`src/rtl/frame_tx_pkg.sv`:
```
// Shared sizing constants and index helper for the LED frame transmitter.
package frame_tx_pkg;
    localparam int FRAME_W  = 24;
    localparam int N_LEDS   = 8;
    localparam int IDX_W    = 3;
    localparam int BITCNT_W = 5;

    localparam logic [BITCNT_W-1:0] BITS_PER_FRAME = BITCNT_W'(FRAME_W);
    localparam logic [BITCNT_W-1:0] LAST_BIT       = BITCNT_W'(FRAME_W - 1);
    localparam logic [IDX_W-1:0]    LAST_IDX       = IDX_W'(N_LEDS - 1);

    function automatic logic [IDX_W-1:0] next_index(input logic [IDX_W-1:0] idx);
        return idx + 1'b1;
    endfunction
endpackage

```
`src/rtl/frame_shifter.sv`:
```
// 24-bit MSB-first load/shift register with a saturating bit counter.
module frame_shifter
    import frame_tx_pkg::*;
(
    input  logic               clk,
    input  logic               rstn,
    input  logic               load,
    input  logic               shift,
    input  logic [FRAME_W-1:0] load_data,
    output logic               msb,
    output logic               shift_accepted,
    output logic               all_bits_shifted
);
    logic [FRAME_W-1:0]  shift_reg;
    logic [BITCNT_W-1:0] count_reg;
    logic                done_reg;

    // Once the counter saturates, further shift requests are ignored.
    assign shift_accepted   = shift && (count_reg != BITS_PER_FRAME);
    assign msb              = shift_reg[FRAME_W-1];
    assign all_bits_shifted = done_reg;

    // Reset reloads the shifter too, so the first bit is valid straight out of reset.
    always_ff @(posedge clk) begin
        if (!rstn || load) begin
            shift_reg <= load_data;
            count_reg <= '0;
            done_reg  <= 1'b0;
        end else if (shift_accepted) begin
            shift_reg <= {shift_reg[FRAME_W-2:0], 1'b0};
            count_reg <= count_reg + 1'b1;
            done_reg  <= (count_reg == LAST_BIT);
        end
    end
endmodule

```
`src/rtl/frame_transmitter.sv`:
```
// Serialises an 8-frame LED colour set bit by bit; tracks frame index and
// raises a set request when the index wraps back to LED 0.
module frame_transmitter
    import frame_tx_pkg::*;
(
    input  logic               clk,
    input  logic               rstn,
    input  logic               new_frame_rqst,
    input  logic               new_bit_rqst,
    input  logic [FRAME_W-1:0] frame_for_led0,
    input  logic [FRAME_W-1:0] frame_for_led1,
    input  logic [FRAME_W-1:0] frame_for_led2,
    input  logic [FRAME_W-1:0] frame_for_led3,
    input  logic [FRAME_W-1:0] frame_for_led4,
    input  logic [FRAME_W-1:0] frame_for_led5,
    input  logic [FRAME_W-1:0] frame_for_led6,
    input  logic [FRAME_W-1:0] frame_for_led7,
    output logic               all_bits_shifted,
    output logic               bit_to_transmit,
    output logic               new_frames_set_rqst,
    output logic [FRAME_W-1:0] frame_to_transmit_dbg,
    output logic [IDX_W-1:0]   no_of_frame_dbg
);
    logic [FRAME_W-1:0] frame_arr [N_LEDS];
    logic [IDX_W-1:0]   idx_reg;
    logic [IDX_W-1:0]   idx_next;
    logic [FRAME_W-1:0] load_frame;
    logic [FRAME_W-1:0] dbg_reg;
    logic               set_rqst_reg;
    logic               bit_accepted;

    assign frame_arr[0] = frame_for_led0;
    assign frame_arr[1] = frame_for_led1;
    assign frame_arr[2] = frame_for_led2;
    assign frame_arr[3] = frame_for_led3;
    assign frame_arr[4] = frame_for_led4;
    assign frame_arr[5] = frame_for_led5;
    assign frame_arr[6] = frame_for_led6;
    assign frame_arr[7] = frame_for_led7;

    // During reset the shifter must pick up LED 0 rather than idx_reg+1.
    assign idx_next   = rstn ? next_index(idx_reg) : '0;
    assign load_frame = frame_arr[idx_next];

    frame_shifter u_shifter (
        .clk              (clk),
        .rstn             (rstn),
        .load             (new_frame_rqst),
        .shift            (new_bit_rqst),
        .load_data        (load_frame),
        .msb              (bit_to_transmit),
        .shift_accepted   (bit_accepted),
        .all_bits_shifted (all_bits_shifted)
    );

    always_ff @(posedge clk) begin
        if (!rstn) begin
            idx_reg      <= '0;
            dbg_reg      <= frame_arr[0];
            set_rqst_reg <= 1'b0;
        end else if (new_frame_rqst) begin
            idx_reg      <= idx_next;
            dbg_reg      <= load_frame;
            set_rqst_reg <= (idx_reg == LAST_IDX);
        end else if (bit_accepted) begin
            set_rqst_reg <= 1'b0;
        end
    end

    assign new_frames_set_rqst   = set_rqst_reg;
    assign frame_to_transmit_dbg = dbg_reg;
    assign no_of_frame_dbg       = idx_reg;
endmodule

```
`config.mk`:
```
export PLATFORM = sky130hd
export DESIGN_NAME = frame_transmitter
export DESIGN_NICKNAME = d
export VERILOG_FILES = /design/src/rtl/frame_tx_pkg.sv /design/src/rtl/frame_shifter.sv /design/src/rtl/frame_transmitter.sv
export SDC_FILE = /design/constraint.sdc
export NUM_CORES = 1
export LEC_CHECK = 0
export BUFFER_PORTS_ARGS = -buffer_cell sky130_fd_sc_hd__buf_4
export CAP_MARGIN = 10
export CORE_ASPECT_RATIO = 1.4
export CORE_MARGIN = 2
export CORE_UTILIZATION = 42
export CTS_BUF_LIST = sky130_fd_sc_hd__clkbuf_2
export CTS_CLUSTER_SIZE = 14
export DETAILED_ROUTE_END_ITERATION = 8
export GPL_ROUTABILITY_DRIVEN = 1
export PLACE_DENSITY = 0.9
export SETUP_SLACK_MARGIN = 0.2
export SLEW_MARGIN = 20
export SYNTH_ARGS = -nofsm -noshare
export SYNTH_HDL_FRONTEND = slang
export SYNTH_SLANG_ARGS = --single-unit
```
`constraint.sdc`:
```
create_clock -name clk -period 2 [get_ports clk]
set_input_delay 0.2 -clock clk [delete_from_list [all_inputs] [get_ports clk]]
set_output_delay 0.2 -clock clk [all_outputs]
set_load 0.01 [all_outputs]
```
## Yosys cells after proc, flatten, opt, wreduce, memory -nomap -nowiden

Cells that the tools add are included.

| word-level totals | value |
|---|---|
| bits in latches | 0 |
| register bits after elaboration | 58 |
| bits in writable memories | 0 |
| memory bits (read-only) | 0 |
| logic and storage cells | 29 |
| bits of input ports | 196 |
| output and inout port bits | 30 |
| memories kept | 0 |

| cells by class | value |
|---|---|
| bitwise gates (word level) | 1 |
| $lt $le $gt $ge | 1 |
| equal/unequal tests | 4 |
| $add $sub $neg | 2 |
| shift operators | 0 |
| reduce and logical (&&, ||, !) cells | 5 |
| $mul | 0 |
| div/mod/pow operators | 0 |
| muxes and demuxes | 10 |

Operators by type and width:

| operator | count |
|---|---|
| 24-bit 2-to-1 mux | 6 |
| 24-bit binary-select mux with 3-bit select | 1 |
| 5-bit by 1-bit adder with 5-bit output, second input constant | 1 |
| 5-bit == test, second input constant | 1 |
| 5-bit != test, second input constant | 1 |
| 4-bit greater-or-equal comparator, second input constant | 1 |
| 3-bit inverter with 4-bit output | 1 |
| 2-bit nonzero test | 2 |
| 3-bit by 1-bit adder with 3-bit output, second input constant | 1 |
| 3-bit == test, second input constant | 1 |
| 3-bit 2-to-1 mux | 1 |
| 1-bit 2-to-1 mux | 2 |
| 2-bit by 1-bit != test with 1-bit output, second input constant | 1 |
| 1-bit logical AND | 1 |
| 1-bit logical NOT | 1 |
| 1-bit logical OR | 1 |

## Longest topological paths before layout

Gate-level depths: netlist of the first run.

| depth | value |
|---|---|
| word-level depth | 8 |
| mapped depth | 8 |
| mapped depth without buffers | 6 |

## Modules after synthesis

A second synthesis of the first run with hierarchy kept.

| unflattened totals | value |
|---|---|
| cell total of the unflattened synthesis | 467 |
| area, all modules | 4362.9 µm² |

By module, submodules not included:

| module | cells an instance | times used | area an instance (µm²) |
|---|---|---|---|
| frame_transmitter | 330 | 1 | 3010.4 |
| frame_shifter | 137 | 1 | 1352.5 |

## Least setup slack after synthesis of the first run

Ideal clock, no wire load.

| timing | value |
|---|---|
| path kind | input -> register |
| start | input port rstn |
| end | register u_shifter.shift_reg[20], data pin |
| stages on the path | 5 |
| library setup time | 0.261 ns |
| arrival | 1.879 ns |
| setup slack | -0.140 ns |
| cells stage by stage | buf_4 nor2b_1 inv_1 clkbuf_1 mux2_2 |

| on the way | value |
|---|---|
| longest elaborated chain between the ends | 6 |
| elaborated cells between the ends (all ways) | 8 |
| those cells by class | mux (5); bitwise (1); reduce/logical (2) |

RTL lines:

| item | RTL line | RTL |
|---|---|---|
| start: declaration | frame_transmitter.sv:7 | `input logic rstn,` |
| 3-bit 2-to-1 mux | frame_transmitter.sv:42 | `assign idx_next = rstn ? next_index(idx_reg) : '0;` |
| 3-bit inverter with 4-bit output (not written as such) | frame_transmitter.sv:43 | `assign load_frame = frame_arr[idx_next];` |
| 24-bit binary-select mux with 3-bit select | frame_transmitter.sv:43 |  |
| 24-bit 2-to-1 mux (not written as such) (2 in a row) | frame_transmitter.sv:43 |  |
| 24-bit 2-to-1 mux * | frame_shifter.sv:25 | `if (!rstn \|\| load) begin` |
| end signal: assignment | frame_shifter.sv:26 | `shift_reg <= load_data;` |
| end signal: assignment | frame_shifter.sv:30 | `shift_reg <= {shift_reg[FRAME_W-2:0], 1'b0};` |
| end: declaration | frame_shifter.sv:14 | `logic [FRAME_W-1:0] shift_reg;` |

Every way passes the cells marked *; elsewhere a longest branch is shown, timed or not. The select of a mux whose other input is x is not followed.
A chain may end at the register's enable or synchronous reset.

## Worst setup path in the final report of the first run

| timing | value |
|---|---|
| start | register idx_reg[0], in the netlist no_of_frame_dbg[0] |
| end | register u_shifter.shift_reg[6], data pin |

| on the way | value |
|---|---|
| longest elaborated chain between the ends | 7 |

RTL lines:

| item | RTL line | RTL |
|---|---|---|
| start: declaration | frame_transmitter.sv:25 | `logic [IDX_W-1:0] idx_reg;` |
| start signal: assignment | frame_transmitter.sv:62 | `idx_reg <= idx_next;` |
| 3-bit by 1-bit adder with 3-bit output | frame_tx_pkg.sv:13 | `return idx + 1'b1;` |
| 3-bit 2-to-1 mux | frame_transmitter.sv:42 |  |
| 3-bit inverter with 4-bit output (not written as such) | frame_transmitter.sv:43 |  |
| 24-bit binary-select mux with 3-bit select | frame_transmitter.sv:43 |  |
| 24-bit 2-to-1 mux (not written as such) (2 in a row) | frame_transmitter.sv:43 |  |
| 24-bit 2-to-1 mux | frame_shifter.sv:25 |  |

Every way passes these cells. The select of a mux whose other input is x is not followed.

==> out/qor.csv, run 1 <==
metric;value;unit
die width;88.5;um
1st-iter DRT viols;204;
drt total wl;15.8;mm
GP Congestion;0.813;
CP Capture Type;flip-flop;
Main synth FF type;edfxtp_1;
Final Setup Violations;24;
worst min path class;primary input to flip-flop;
Leak;2.92;nW
CP required;2290;ps
Post-synth top cells;51 x mux2i_1, 48 x edfxtp_1, 39 x mux2_2, 26 x a21oi_1, 24 x o22a_1;
CP delay by family, top;multiplexers;
synthesized area;4200;um2
Synth Register Bits;58;
Power Density;560;nW/um2
GR Util met3;7.87;%
Arr. time, crit path;2500;ps
Remaining DRCs;0;
PnR worst setup slack;-206;ps
# IOs;226;
dpl cell area;6240;um2
Slowest cell on crit path;dfxtp_4;
Warnings, synthesis;0;
critical-path cell list;ha_4 -> ha_4 -> buf_4 -> buf_8 -> mux2_2 -> o32ai_2 -> o31ai_2 -> mux2_4;
DR pass1 iterations;4;
worst-case clock buffer depth;2;
syn avg cell area;12.7;um2
Clock transition at path regs;170;ps
die height;122;um
I/O Buffers;225;
Synth cell types;38;
fin cells;719;
maximum vdd drop;0.353;mV
WL/cell;22.0;um
Global Route met1 Usage;31.0;%
EDFF count, synth;48;
Slew Viols, Final;0;
Seq/Total Area, Yosys;39.1;%
cts bufs inserted;9;
Min Clock Period, post-route;2210;ps
n_diodes;0;
Die ar.;10800;um2
failing checks;setup timing;
cell seen most often among critical-path stages;ha_4;
filler cell count;702;
Clock Tree Root;clkbuf_2;
vias in the first global route;4396;
final clock skew;23.9;ps
grt peak-use layer;met2;
nets@finish;779;
Std-Cell Rows;43;
H-tree levels;3;
met2 Track Usage GR;52.3;%
ys async rst share;0;%
setup TNS;-3100;ps
Area contributors post-synth;edfxtp_1 34%, mux2i_1 12%, mux2_2 10%;
Initial Utilization;42.6;%
Detailed Place HPWL;10.8;mm
FF/Latch Area;1650;um2
GRT overflow;0;
final non-filler cell area;6990;um2
Slew headroom;74.9;%
Core Util, Final;71.0;%
CP Buf/Inv Count;2;
slowest stage delay, CP;390;ps
DR vias;4068;
status;finished, violations left;
Mapped Nets;531;
multi-input combinational cell area;2800;um2
pin count of the biggest net entering global routing;32;
Fmax;453;MHz
Period Utilization, post-route;110;%
share of post-route cells with drive strength above 1;69.0;%
most frequent cell after synthesis;mux2i_1;
Core Area;9850;um2
setup repair after global routing missed its margin;yes;
Cells after DPL;687;
Post-DRT Antenna Nets;0;
Least-Margin Pin Slew;376;ps
clk_lat worst skew;510;ps
cells after synthesis;331;
crit path kind;flip-flop to flip-flop;
antenna violations before repair;0;
# clock sinks;58;
post-synth top area share;34.3;%
CP startpoint kind;flip-flop;
max-cap violations;0;
CP max FO;6;
GRT Resource Usage Total;28.7;%
Final Total Pwr;0.00391;W
area leader, netlist;edfxtp_1;
CTS tree;yes;
routed vias/inst;5.66;
Layout area overhead;66.4;%
final hold vios;0;
first-pass GRT wire length;23.0;mm
layer usage:
layer	up-vias	routed length, um
met5	-	0
met4	0	399
met1	1967	5580
li1	1835	-
met3	38	1290
met2	228	8550
cells by family after synthesis:
kind of cell	count (synthesis)	share of synthesized area (%)
AOI/OAI and AO/OA	100	23.8
and+or+nand+nor	29	4.29
xor gates and xnor gates	5	1.04
DFF	58	39.1
muxes	97	24.5
adders and majority gates	4	1.19
buffers and inverters	38	6.08
worst paths after layout:
kind                                 to  slack [ps]  depth (start not counted)                        from
min                  no_of_frame_dbg[0]          80                          2                        rstn
max reg2reg      u_shifter.shift_reg[6]        -210                          8          no_of_frame_dbg[0]
max              u_shifter.shift_reg[6]        -210                          8          no_of_frame_dbg[0]
min reg2reg  u_shifter.all_bits_shifted         480                          2  u_shifter.all_bits_shifted
through the flow:
step	hold slack [ps]	setup WS, ps
2_1_floorplan	347	34.2
3_3_place_gp	448	-90.7
3_5_place_dp	468	-147
4_1_cts	64.9	-146
5_1_grt	53.4	-222
6_report	79.9	-206
worst register-to-register path, cell delays in order (launching register included):
cell and delay [ps]:
dfxtp_4 390, ha_4 160, ha_4 300, buf_4 130, buf_8 120, mux2_2 370
o32ai_2 130, o31ai_2 120, mux2_4 270
final cells by class:
type	instances	area share [%]
clock buffer	12	0.860
clock inverter	4	0.269
timing repair buffer	267	32.5
inverter	5	0.304
tap	135	2.42
multi-input combinational	238	40.1
sequential	58	23.6
what timing repair did:
| item | 4_1_cts | 5_1_grt |
|---|---|---|
| buffers inserted | 5 | 2 |
| hold endpoints to repair | 3 | 0 |
| pin swaps | 29 | 19 |
| setup endpoints to repair | 48 | 48 |
| gates resized for setup | 74 | 14 |
| gates cloned | 6 | 1 |
| hold buffers | 2 | 0 |
cell usage in the layout, fill, tap and decap left out, drive strengths merged, types with 4 or more instances in the layout:
| cell type | instances |
|---|---|
| buf | 264 |
| mux2i | 51 |
| edfxtp | 48 |
| mux2 | 46 |
| a21oi | 26 |
| o22a | 24 |
| o31ai | 23 |
| o32ai | 23 |
| clkbuf | 13 |
| dfxtp | 10 |
| nand2 | 7 |
| nor2 | 5 |
| nand2b | 5 |
| inv | 5 |
| nor2b | 4 |
| xor2 | 4 |
| clkinv | 4 |
| ha | 4 |
power by group:
| part | switching, W | internal (W) |
|---|---|---|
| sequential | 0.0000745 | 0.00156 |
| combinational | 0.000724 | 0.000942 |
| clock | 0.000448 | 0.000169 |
(Power assumes the default switching activity.)
==> run 2, diff against run 1 <==
Settings changed: CORE_UTILIZATION 42 to 47, PLACE_DENSITY 0.9 to 0.94.
Clock period 2 ns to 2.5 ns, I/O delays scaled along.
==> out/qor.csv, run 2 (synthesis results as in run 1) <==
metric;value;unit
Core Util, Final;69.7;%
GRT Resource Usage Total;26.6;%
CP max FO;17;
Arr. time, crit path;2540;ps
drt total wl;13.1;mm
Hold Path Origin;new_frame_rqst;
# IOs;226;
H-tree levels;3;
crit path kind;flip-flop to flip-flop;
max-cap violations;0;
routed vias/inst;5.72;
die width;83.9;um
Initial Utilization;48.5;%
Std-Cell Rows;40;
cts bufs inserted;9;
Power Density;466;nW/um2
Core Area;8660;um2
GP Congestion;0.779;
Final Setup Violations;0;
setup repair after global routing missed its margin;yes;
worst min path class;primary input to flip-flop;
pin count of the biggest net entering global routing;54;
CP required;2750;ps
1st-iter DRT viols;197;
worst reg2reg setup slack;210;ps
filler cell count;648;
slowest stage delay, CP;380;ps
clk_lat worst skew;490;ps
Leak;2.52;nW
CTS tree;yes;
Layout area overhead;43.7;%
Worst R2R Start;no_of_frame_dbg[0];
most common cell after layout, fill and taps aside;buf_4;
critical-path cell list;ha_1 -> ha_4 -> buf_12 -> mux2_2 -> o32ai_1 -> o31ai_1 -> mux2_2;
Post-DRT Antenna Nets;0;
final hold vios;0;
nets@finish;750;
share of post-route cells with drive strength above 1;61.8;%
status;complete, no violations;
Least-Margin Pin Slew;878;ps
antenna violations before repair;0;
Clock Tree Root;clkbuf_2;
Slew Viols, Final;0;
Detailed Place HPWL;9.82;mm
r2r endpoint;u_shifter.shift_reg[1];
hold path depth;3;
first-pass GRT wire length;20.0;mm
GRT overflow;0;
Clock transition at path regs;170;ps
Reg2Reg Depth;7;
Die ar.;9720;um2
setup TNS;0;ps
CP startpoint kind;flip-flop;
maximum vdd drop;0.340;mV
DR pass1 iterations;6;
# clock sinks;58;
Slowest cell on crit path;dfxtp_4;
CP Capture Type;flip-flop;
Min Clock Period, post-route;2290;ps
final clock skew;19.8;ps
Fmax;437;MHz
WL/cell;19.9;um
cell seen most often among critical-path stages;mux2_2;
Slew headroom;41.4;%
DR vias;3778;
fin cells;660;
Period Utilization, post-route;91.5;%
worst-case clock buffer depth;2;
die height;116;um
I/O Buffers;225;
vias in the first global route;4071;
worst min-delay path endpoint;new_frames_set_rqst;
Cells after DPL;642;
most frequent cells in the layout;238 x buf_4, 51 x mux2i_1, 48 x edfxtp_1;
Remaining DRCs;0;
n_diodes;0;
## run 2: cell count changes in the layout (fill, tap and decap cells not counted), moves of 11 or more
cell,change
mux2_4,-38
buf_12,-11
a21oi_2,-15
o32ai_2,+13
mux2_2,+32
o32ai_4,-16
a21oi_1,+16
## run 2: repair_timing
action	CTS	global route
pin swaps	0	1
hold buffers	1	0
buffers inserted	0	1
resized for setup	3	1
setup endpoints to repair	23	15
cloned	0	0
hold endpoints to repair	1	0
## run 2: where the power goes
part           internal [W]  total, W  switching, W
combinational      0.000580   0.00104      0.000461
sequential          0.00124   0.00130     0.0000527
clock              0.000119  0.000474      0.000355
total               0.00194   0.00281      0.000869
## run 2: worst max-delay path by stage
stage / from / to / slack (ps) / cells past startpoint
2_1_floorplan: rstn / u_shifter.shift_reg[20] / 310 / 5
3_3_place_gp: no_of_frame_dbg[0] / u_shifter.shift_reg[11] / 210 / 7
3_5_place_dp: no_of_frame_dbg[0] / u_shifter.shift_reg[22] / 80 / 6
4_1_cts: no_of_frame_dbg[0] / u_shifter.shift_reg[11] / 210 / 6
5_1_grt: no_of_frame_dbg[0] / u_shifter.shift_reg[1] / 160 / 7
6_report: no_of_frame_dbg[0] / u_shifter.shift_reg[1] / 210 / 7
## run 2: layout make-up
class,count,area [um2],area share [%]
clock buffers,9,45.0,0.747
repair buffers,241,1840,30.5
multi-input cells,235,2320,38.4
flip-flops and latches,58,1650,27.3
well taps,105,131,2.18
clock inverters,7,33.8,0.560
inverters,5,22.5,0.373
## run 2: layer usage
metal  part of all wire [%]  vias up  track usage, %  wire (um)
met5                      0        -               0          0
met2                     53      224            49.8       6930
met4                    3.0        0            12.8        389
met1                     35     1759            27.7       4570
met3                    9.4       29            6.98       1230
li1                       -     1766               -          -
## run 2: critical path, delay by kind of cell, from the launching register on
family / cells / cell delay (ps)
compound gates: 2 / 290
fa+ha+maj: 2 / 560
buf+inv: 1 / 170
flops: 1 / 380
mux: 2 / 650
## run 2: metrics by stage
stage / hold WS, ps / worst slack [ps] / instance area (um2) / total power [W]
CTS: 8.74 / 210 / 6020 / 0.00283
global placement: 442 / 209 / 5920 / 0.00232
floorplan: 397 / 310 / 4200 / 0.00189
finish: 62.9 / 212 / 6030 / 0.00281
global route: 56.8 / 156 / 6030 / 0.00294
detailed placement: 460 / 80.9 / 5920 / 0.00236
==> run 3, diff against run 2 <==
Settings changed: GPL_TIMING_DRIVEN from default to 0, SYNTH_HIERARCHICAL from default to 1.
==> out/qor.csv, run 3 <==
metric;value;unit
slowest stage delay, CP;370;ps
Clock Tree Root;clkbuf_2;
I/O Buffers;224;
Layout area overhead;44.3;%
DR pass1 iterations;5;
Slew Viols, Final;0;
final clock skew;25.5;ps
CP required;2790;ps
Arr. time, crit path;2480;ps
FF/Latch Area;1640;um2
Area contributors post-synth;edfxtp_1 33%, a32oi_1 14%, nand2_1 8.3%;
Setup Fix Bufs, Post-CTS;0;
worst min path class;primary input to flip-flop;
die width;85.4;um
die height;118;um
Detailed Place HPWL;13.9;mm
most frequent cells in the layout;229 x buf_4, 96 x nand2_1, 72 x a32oi_1;
combinational power share;42.6;%
Die ar.;10100;um2
Power Density;512;nW/um2
antenna violations before repair;1;
# IOs;226;
1st-iter DRT viols;545;
CP Buf/Inv Count;2;
CP Capture Type;flip-flop;
crit path kind;flip-flop to flip-flop;
Sw Share;34.5;%
fraction of power consumed by the clock network;17.8;%
Slowest cell on crit path;dfxtp_1;
met2 Track Usage GR;59.8;%
Synth Register Bits;58;
PnR worst setup slack;307;ps
GRT overflow;0;
drt total wl;17.5;mm
# clock sinks;58;
Leak;2.85;nW
Core Area;9030;um2
CTS tree;yes;
WL/cell;21.5;um
setup repair after global routing missed its margin;no;
first-pass GRT wire length;26.5;mm
clk_lat worst skew;530;ps
Synth cell types;37;
critical-path cell list;ha_1 -> ha_1 -> nand2b_1 -> clkbuf_2 -> clkbuf_4 -> o22ai_1 -> a32oi_1 -> nand2_1 -> nand2_1;
vias in the first global route;5055;
Period Utilization, post-route;87.7;%
nets@finish;902;
pin count of the biggest net entering global routing;25;
syn avg cell area;9.34;um2
DR vias;5126;
routed vias/inst;6.29;
Least-Margin Pin Slew;1010;ps
post-synth top area share;33.0;%
Min Clock Period, post-route;2190;ps
Flop pwr share;39.6;%
Internal Power;0.00211;W
maximum vdd drop;0.369;mV
Clock transition at path regs;160;ps
hold_buf cts;0;
Post-DRT Antenna Nets;0;
Main synth FF type;edfxtp_1;
max-cap violations;0;
filler cell count;749;
cells after synthesis;467;
Post-synth top cells;96 x nand2_1, 72 x a32oi_1, 48 x edfxtp_1, 27 x a21oi_1, 26 x mux2i_1;
Warnings, synthesis;6;
Final Setup Violations;0;
CP max FO;10;
Seq/Total Area, Yosys;37.6;%
EDFF count, synth;48;
worst-case clock buffer depth;2;
dpl ws;266;ps
setup TNS;0;ps
area leader, netlist;edfxtp_1;
ys async rst share;0;%
final hold vios;0;
sw power;0.00111;W
Global Route met1 Usage;39.9;%
Core Util, Final;69.7;%
cts bufs inserted;9;
Initial Utilization;48.3;%
synthesized area;4360;um2
multi-input combinational cell area;2440;um2
CP delay by family, top;adder cells;
Remaining DRCs;0;
most common cell after layout, fill and taps aside;buf_4;
GRT Resource Usage Total;33.9;%
CP startpoint kind;flip-flop;
GR Util met3;5.33;%
Std-Cell Rows;41;
grt peak-use layer;met2;
H-tree levels;3;
status;complete, no violations;
Mapped Nets;667;
most frequent cell after synthesis;nand2_1;
GP Congestion;0.891;
share of post-route cells with drive strength above 1;39.7;%
Slew headroom;32.4;%
Fmax;456;MHz
[run 3: layout make-up]
cell class                      instances  area share, %
Buffer                                 52           4.47
Tap cell                              107           2.13
Inverter                                4          0.239
Clock buffer                           11          0.875
Antenna cell                            1         0.0398
Sequential cell                        58           26.1
Multi-Input combinational cell        353           38.7
Clock inverter                          5          0.736
Timing Repair Buffer                  224           26.7
[run 3: power by group through the flow]
stage,sequential [W],clock [W],combinational [W]
after floorplan,0.00132,0,0.000707
after global placement,0.00129,0,0.00130
after detailed placement,0.00130,0,0.00133
after CTS,0.00127,0.000575,0.00134
after global routing,0.00129,0.000617,0.00145
final,0.00127,0.000574,0.00137
[run 3: per-layer routing]
layer  vias up  part of all wire [%]
met3        54                   8.1
li1       2325                     -
met2       350                    52
met1      2397                    36
met4         0                   3.7
met5         -                     0
[run 3: worst paths after layout]
check / from / endpoint / slack [ps] / depth (start not counted)
max: no_of_frame_dbg[0] / u_shifter/shift_reg[20] / 310 / 9
min: new_bit_rqst / u_shifter/count_reg[2] / 60 / 3
max reg2reg: no_of_frame_dbg[0] / u_shifter/shift_reg[20] / 310 / 9
min reg2reg: u_shifter/all_bits_shifted / u_shifter/all_bits_shifted / 500 / 1
[run 3: through the flow]
stage                     std cells  power (W)  cell area, um2  hold WS (ps)
final                           815    0.00322            6290          63.3
after floorplan                 467    0.00203            4360           484
after global placement          798    0.00259            6180           465
after global routing            815    0.00336            6290          78.5
after CTS                       814    0.00319            6280          33.2
after detailed placement        798    0.00263            6180           473
[run 3: worst reg2reg max path, stage by stage, from the launching register on]
cell and delay (ps):
dfxtp_1 370, ha_1 210, ha_1 330, nand2b_1 170, clkbuf_2 150, clkbuf_4 210, o22ai_1 230, a32oi_1 160
nand2_1 80, nand2_1 50
[run 3: timing repair]
action / CTS / global route
gates resized for setup: 1 / 4
hold endpoints to repair: 0 / 0
pin swaps: 0 / 0
cloned: 0 / 0
endpoints found under the setup margin: 1 / 20
[run 3: cell families after synthesis]
logic type	after synthesis	share of synthesized area, %
AND/OR/NAND/NOR	170	21.7
AO/OA/AOI/OAI	150	26.4
flip-flops	58	37.6
buffers and inverters	56	6.60
multiplexers	26	5.97
adder cells (fa/ha/maj)	4	1.15
XOR/XNOR	3	0.602
